File: config.mk
export PLATFORM = sky130hd
export DESIGN_NAME = muldiv_unit
export DESIGN_NICKNAME = d
export VERILOG_FILES = /design/src/rtl/muldiv_unit.sv
export SDC_FILE = /design/constraint.sdc
export NUM_CORES = 1
export LEC_CHECK = 0
export CORE_AREA = 2 2 132 134
export CTS_CLUSTER_SIZE = 10
export DETAILED_ROUTE_END_ITERATION = 8
export DIE_AREA = 0 0 134 136
export PLACE_DENSITY = 0.84
export RECOVER_POWER = 100
export SLEW_MARGIN = 10
export SYNTH_ARGS = -nofsm -noshare
export SYNTH_HDL_FRONTEND = slang
export SYNTH_SLANG_ARGS = --single-unit
File: constraint.sdc
create_clock -name clk -period 8.3 [get_ports clk]
set_input_delay 1.66 -clock clk [delete_from_list [all_inputs] [get_ports clk]]
set_output_delay 1.66 -clock clk [all_outputs]
set_load 0.01 [all_outputs]
File: src/rtl/muldiv_unit.sv
// muldiv_unit -- iterative unsigned multiply / divide unit.
//
// One radix-2 step per clock: shift-add for mul (low XLEN product bits),
// restoring division for divu/remu. Result is registered and held until the
// next operation completes.
//
// Ports:
//   clk     in   clock, all state changes on the rising edge
//   reset   in   asynchronous reset, active low
//   start   in   request an operation (accepted only in IDLE or DONE)
//   op      in   2'b00 mul, 2'b01 divu, 2'b10 remu, 2'b11 treated as mul
//   a, b    in   operands, captured on the accepting edge
//   busy    out  iterating (MUL or DIV state)
//   done    out  one-cycle pulse, result valid
//   result  out  registered result
//
// Build option: define MULDIV_REM_EN to return the remainder for op 2'b10;
// without it op 2'b10 returns the quotient, same as divu.
module muldiv_unit #(
    parameter int XLEN = 32,
    parameter int CNTW = 6
) (
    input  logic            clk,
    input  logic            reset,
    input  logic            start,
    input  logic [1:0]      op,
    input  logic [XLEN-1:0] a,
    input  logic [XLEN-1:0] b,
    output logic            busy,
    output logic            done,
    output logic [XLEN-1:0] result
);

    typedef enum logic [1:0] {IDLE, MUL, DIV, DONE} state_t;

    state_t          state;
    logic [XLEN-1:0] opa;   // mul: shifted multiplicand; div: dividend shifting into quotient
    logic [XLEN-1:0] opb;   // mul: shifted multiplier;   div: divisor
    logic [XLEN-1:0] acc;   // mul: product accumulator;  div: partial remainder
    logic [CNTW-1:0] cnt;
`ifdef MULDIV_REM_EN
    logic            rem_sel;
`endif

    logic            is_div;
    logic            last;
    logic [XLEN-1:0] mul_acc_nxt;
    logic [XLEN:0]   div_trial;
    logic            div_ok;
    logic [XLEN-1:0] div_rem_nxt;
    logic [XLEN-1:0] div_quo_nxt;
    logic [XLEN-1:0] div_res;
    logic [XLEN-1:0] dz_res;

    assign is_div      = (op == 2'b01) || (op == 2'b10);
    assign last        = (cnt == CNTW'(XLEN - 1));

    assign mul_acc_nxt = acc + (opb[0] ? opa : '0);

    // Restoring step: shift next dividend bit into the remainder, subtract
    // the divisor if it fits. The difference is always < 2^XLEN when it fits,
    // so a modulo-XLEN subtract is exact.
    assign div_trial   = {acc, opa[XLEN-1]};
    assign div_ok      = (div_trial >= {1'b0, opb});
    assign div_rem_nxt = div_ok ? (div_trial[XLEN-1:0] - opb) : div_trial[XLEN-1:0];
    assign div_quo_nxt = {opa[XLEN-2:0], div_ok};

`ifdef MULDIV_REM_EN
    assign div_res = rem_sel ? div_rem_nxt : div_quo_nxt;
    assign dz_res  = (op == 2'b10) ? a : '1;
`else
    assign div_res = div_quo_nxt;
    assign dz_res  = '1;
`endif

    always_ff @(posedge clk or negedge reset) begin
        if (!reset) begin
            state   <= IDLE;
            busy    <= 1'b0;
            done    <= 1'b0;
            result  <= '0;
            opa     <= '0;
            opb     <= '0;
            acc     <= '0;
            cnt     <= '0;
`ifdef MULDIV_REM_EN
            rem_sel <= 1'b0;
`endif
        end else begin
            done <= 1'b0;
            case (state)
                IDLE, DONE: begin
                    if (start) begin
                        opa <= a;
                        opb <= b;
                        acc <= '0;
                        cnt <= '0;
`ifdef MULDIV_REM_EN
                        rem_sel <= (op == 2'b10);
`endif
                        if (is_div && (b == '0)) begin
                            // divide by zero completes on the accepting edge
                            result <= dz_res;
                            state  <= DONE;
                            busy   <= 1'b0;
                            done   <= 1'b1;
                        end else begin
                            state <= is_div ? DIV : MUL;
                            busy  <= 1'b1;
                        end
                    end else begin
                        state <= IDLE;
                        busy  <= 1'b0;
                    end
                end
                MUL: begin
                    acc <= mul_acc_nxt;
                    opa <= opa << 1;
                    opb <= opb >> 1;
                    cnt <= cnt + 1'b1;
                    if (last) begin
                        result <= mul_acc_nxt;
                        state  <= DONE;
                        busy   <= 1'b0;
                        done   <= 1'b1;
                    end
                end
                default: begin // DIV
                    acc <= div_rem_nxt;
                    opa <= div_quo_nxt;
                    cnt <= cnt + 1'b1;
                    if (last) begin
                        result <= div_res;
                        state  <= DONE;
                        busy   <= 1'b0;
                        done   <= 1'b1;
                    end
                end
            endcase
        end
    end

endmodule

==> results.cfg, run 1 <==
[timing]
max_freq_mhz = 176
relSlewSlack = -0.996
setup_viol = 0
layout_worst_path_cycle_share = 0.685
fin_worst_skew_ns = 0.0112
worst_hold_slack_ns = 0.473
drv_slew = 289
rsz0062_at_grt = false
worstMarginPinSlew_ns = 2.99
min_period_ns = 5.68
hold_violations = 0
setup-tns-final_ns = 0

[die]
io_pins = 103
die_x_um = 134
core_area_um2 = 16900
num_rows = 48
start_util = 0.604
die-area_um2 = 18200
die_h_um = 136

[grt]
grt.total_usage = 0.313
grt_max_degree = 87
antenna_found_initial = 0
grt_overflow = 0
grt_pass1_wl_um = 45400
grt_pass1_vias = 9519

[critical_path]
path_cells = clkbuf_1 > ha_1 > nand2b_1 > a21oi_1 > or4_1 > and4b_1 > o21a_4 > o21ai_0 > o21ai_4 > clkbuf_1 > and2_0 > a221oi_1 > a21oi_1
reg2regPathDepth = 13
path_max_fanout = 42
crit_start = opb[0]
cp-end-kind = flip-flop
max_stage_delay_ns = 0.78
reg2reg_to = acc[31]
crit_type = flip-flop to flip-flop
cp_top_family = simple AND/OR/NAND/NOR gates
timing.rr.start = opb[0]
cp_num_buf_inv = 2
cp.required_ns = 8.59
r2r_slack_ns = 2.62
cp_slowest_cell = clkbuf_1
cp-start-kind = flip-flop
critical_path_arrival_ns = 5.98

[clock_tree]
hold_buffers = 0
cts_resized = 0
cts_tree = built
clockRootBuffer = clkbuf_16
clk_pin_slew_ns = 0.06
clockBufferDepth = 2
tritoncts.num_buffers = 17
postCtsSetupBuffers = 0
clock_latency_ns = 0.43
htreeDepth = 4
cts.sinks = 138

[status]
status = finished, violations left
violations = max-capacitance violations, max-slew violations

[worst_hold_path]
hold_start = result[27]
hold_path_end = result[27]
hold_path_depth = 2
min_path_type = flip-flop to flip-flop

[routing]
num_vias = 9560
via_per_inst = 6.27
drc = 0
dr_wl_met2_um = 14400
top_layer_used = met4
met3_length_um = 1120
drt-met1-wl_um = 11400
drtPass1Iterations = 5
ant_nets = 0
finalWirelength_um = 28100
drtIter0Drc = 682
wire_per_inst_um = 18.4

[synthesis]
seq_area_frac_synth = 0.339
synth-edff-count = 0
netlist_instances = 1226
synthTopCellsByArea = dfrtp_1 34%, ha_1 8.2%, a21oi_1 5.1%
synth_nets = 1364
ys_top_cells_by_count = 138 x dfrtp_1, 134 x nand2_1, 132 x nor2_1
synthArstFlopShare = 1.00
syn_area_per_cell_um2 = 8.32
yosysTopAreaCellShare = 0.339
synth_top_cell_by_area = dfrtp_1
synth.distinct_cells = 71
synthFlopType = dfrtp_1
syn_area_um2 = 10200
yosysWarningCount = 0
yosysMostFrequentCell = dfrtp_1
ys_seq_elements = 138

[final_layout]
multi_input_area_um2 = 6270
seq_area_um2 = 3450
syn_to_final_growth_pct = 16.7
fillCellCount = 1416
diodes = 0
layout-drive-gt1-share = 0.0485
layout.nets = 1424

[placement]
place.gp.congestion = 0.934
io_buffers = 102
dp_hpwl_um = 20000

[run]
maxCapViolations = 5
placed cells by master (no fill, tap or decap), types with 17 or more instances in the layout:
cell type        instances
dfrtp_1                138
mux2i_1                 40
o21ai_0                101
inv_1                   49
a21o_1                  35
dlygate4sd3_1           36
ha_1                    65
and2_1                  35
nor2_1                 131
xor2_1                  20
nand3_1                 18
a211oi_1                25
xnor2_1                 39
a221oi_1                43
a21oi_1                104
nand2_1                134
clkbuf_16               17
clkdlybuf4s50_1         65
worst reg2reg max path: cells and delay by family (launching register included):
kind                     cells  cell delay (ns)
AND/OR/NAND/NOR              4             1.68
buffers and inverters        2             1.47
flip-flops                   1             0.61
AO/OA/AOI/OAI                6             1.47
adder cells (fa/ha/maj)      1             0.33
worst max path at each step:
stage / to / slack [ns] / cells after the start
after floorplan: result[26] / 4.86 / 14
after global placement: result[29] / 4.14 / 9
after detailed placement: result[18] / 4.16 / 9
after CTS: acc[28] / 4.22 / 14
after global routing: acc[29] / 2.36 / 13
final: acc[31] / 2.62 / 13
final cells by class:
cell class              count  area share
clock inverters            13      0.0141
multi-input cells         966       0.527
inverters                  50      0.0158
well taps                 225      0.0237
flip-flops and latches    138       0.290
repair buffers            113      0.0910
clock buffers              19      0.0381
through the flow:
stage                      util  instances  cell area [µm²]  setup slack [ns]
after floorplan               -       1226            10200              4.86
after global placement    0.673       1492            11400              4.14
after detailed placement  0.673       1492            11400              4.16
after CTS                 0.710       1524            12000              4.22
after global routing      0.705       1524            11900              2.36
final                     0.705       1524            11900              2.62
kinds of logic after synthesis:
kind of cell	Yosys count	share of synthesized area
AOI/OAI and AO/OA	397	0.253
xor gates and xnor gates	59	0.0507
adders and majority gates	69	0.0861
buffers and inverters	122	0.0467
DFF	138	0.339
muxes	48	0.0488
and+or+nand+nor	393	0.176
flip-flops by register name, indices dropped and copies added, names as in the netlist:
| register | count |
|---|---|
| cnt | 6 |
| busy | 1 |
| opa | 32 |
| state | 2 |
| opb | 32 |
| result | 32 |
| done | 1 |
| acc | 32 |
routing by layer:
metal,GRT usage,vias to the layer above
met5,0,-
met4,0.164,0
met3,0.0518,110
met2,0.562,308
met1,0.358,4599
li1,-,4543
Power of run 1 is left out: the tool's default activity adds up to more than one toggle a clock period on the data nets, which glitch-free logic cannot reach.
==> inputs of run 2 (changes only) <==
--- a/config.mk
+++ b/config.mk
@@ -5,11 +5,11 @@
 export SDC_FILE = /design/constraint.sdc
 export NUM_CORES = 1
 export LEC_CHECK = 0
-export CORE_AREA = 2 2 132 134
+export CORE_AREA = 2 2 135 137
 export CTS_CLUSTER_SIZE = 10
 export DETAILED_ROUTE_END_ITERATION = 8
-export DIE_AREA = 0 0 134 136
-export PLACE_DENSITY = 0.84
+export DIE_AREA = 0 0 137 139
+export PLACE_DENSITY = 0.81
 export RECOVER_POWER = 100
 export SLEW_MARGIN = 10
 export SYNTH_ARGS = -nofsm -noshare
==> constraint.sdc (replaced) <==
create_clock -name clk -period 5.4 [get_ports clk]
set_input_delay 1.08 -clock clk [delete_from_list [all_inputs] [get_ports clk]]
set_output_delay 1.08 -clock clk [all_outputs]
set_load 0.01 [all_outputs]
==> run 2 against run 1 <==
Effect of this change: the flow still finishes with violations (max-capacitance violations, max-slew violations); non-clock buffer count is the same; via count grew 0.56%; clock skew is essentially flat; sequential share of layout area is essentially flat; cell count grew 0.26%.
==> results.cfg, run 2 (synthesis results as in run 1) <==
[timing]
drv_slew = 199
relSlewSlack = -0.778
worstMarginPinSlew_ns = 2.67
rsz0062_at_grt = false
fin_worst_skew_ns = 0.0108
layout_worst_path_cycle_share = 0.846
hold_violations = 0
worst_hold_slack_ns = 0.472
max_freq_mhz = 219
min_period_ns = 4.57
setup_ws_ns = 0.833
setup_viol = 0
setup-tns-final_ns = 0

[final_layout]
layout.nets = 1424
fillCellCount = 1497
final_cells = 1528
final_cell_mix = 138 x dfrtp_1, 134 x nand2_1, 131 x nor2_1, 104 x a21oi_1, 101 x o21ai_0
final_util = 0.675
multi_input_area_um2 = 6290
layout-drive-gt1-share = 0.0531
syn_to_final_growth_pct = 16.8
seq_area_um2 = 3450
diodes = 0
final_common_cell = dfrtp_1
fin_area_um2 = 11900

[clock_tree]
clockBufferDepth = 2
cts.sinks = 138
tritoncts.num_buffers = 17
hold_buffers = 0
clock_latency_ns = 0.43
cts_resized = 0
clk_pin_slew_ns = 0.06
postCtsSetupBuffers = 0
htreeDepth = 4
cts_tree = built
clockRootBuffer = clkbuf_16

[die]
die-area_um2 = 19000
num_rows = 49
core_area_um2 = 17700
io_pins = 103
start_util = 0.578
die_h_um = 139
die_x_um = 137

[routing]
drtIter0Drc = 670
wire_per_inst_um = 18.9
via_per_inst = 6.29
num_vias = 9614
ant_nets = 0
finalWirelength_um = 29000
drc = 0
drtPass1Iterations = 8

[status]
status = finished, violations left
violations = max-capacitance violations, max-slew violations

[grt]
grt_use_met3 = 0.0526
grt_overflow = 0
antenna_found_initial = 0
grt_pass1_vias = 9522
grt_pass1_wl_um = 47700
grt.total_usage = 0.315
met2_usage = 0.535
grt_busiest_layer = met2
grtUsageMet1 = 0.390
grt_max_degree = 99

[critical_path]
cp-end-kind = flip-flop
crit_type = primary input to flip-flop
path_max_fanout = 36
critical_path_arrival_ns = 4.91
cp-start-kind = primary input
cp.required_ns = 5.75

[placement]
io_buffers = 102
place_ws_ns = 1.40
place_inst = 1496
place_area_um2 = 11400
place.gp.congestion = 0.928
dp_hpwl_um = 20800

[run]
maxCapViolations = 3

[pwr]
p_leak_nw = 5.29
pwr_density_cell_nw_per_um2 = 802
finalPower_mw = 9.55
ir_worst_vdd_mv = 0.872

[worst_hold_path]
min_path_type = flip-flop to flip-flop
[run 2: critical path, cell delays in order]
cell and delay [ns]:
dlygate4sd3_1 0.72, nor2_1 1.98, clkbuf_2 0.80, a221oi_1 0.12, nor2_1 0.17
[run 2: worst paths after layout]
kind | from | to | slack (ns) | depth (start not counted)
max reg2reg | opb[0] | result[28] | 0.98 | 13
min in group asynchronous | reset | opb[28] | 1.41 | 1
min reg2reg | result[24] | result[24] | 0.47 | 1
max | start | opa[18] | 0.83 | 5
min | result[24] | result[24] | 0.47 | 1
max in group asynchronous | reset | opb[0] | 1.79 | 2
[run 2: final cells by class]
type                            instances  share of cell area
Clock buffer                           18              0.0360
Inverter                               50              0.0158
Multi-Input combinational cell        966               0.528
Clock inverter                         14              0.0153
Sequential cell                       138               0.290
Timing Repair Buffer                  113              0.0909
Tap cell                              229              0.0240
[run 2: layer usage]
layer	vias up	wire length (µm)
li1	4540	-
met3	90	1220
met1	4687	11800
met4	0	1160
met2	297	14800
met5	-	0
[run 2: where the power goes]
part / internal (mW) / total (mW) / leakage (nW) / switching [mW]
sequential: 1.56 / 2.05 / 1.71 / 0.497
clock: 0.738 / 1.25 / 0.289 / 0.507
combinational: 2.54 / 6.25 / 3.30 / 3.71
total: 4.84 / 9.55 / 5.29 / 4.72
Power figures use the tool's default switching activity.
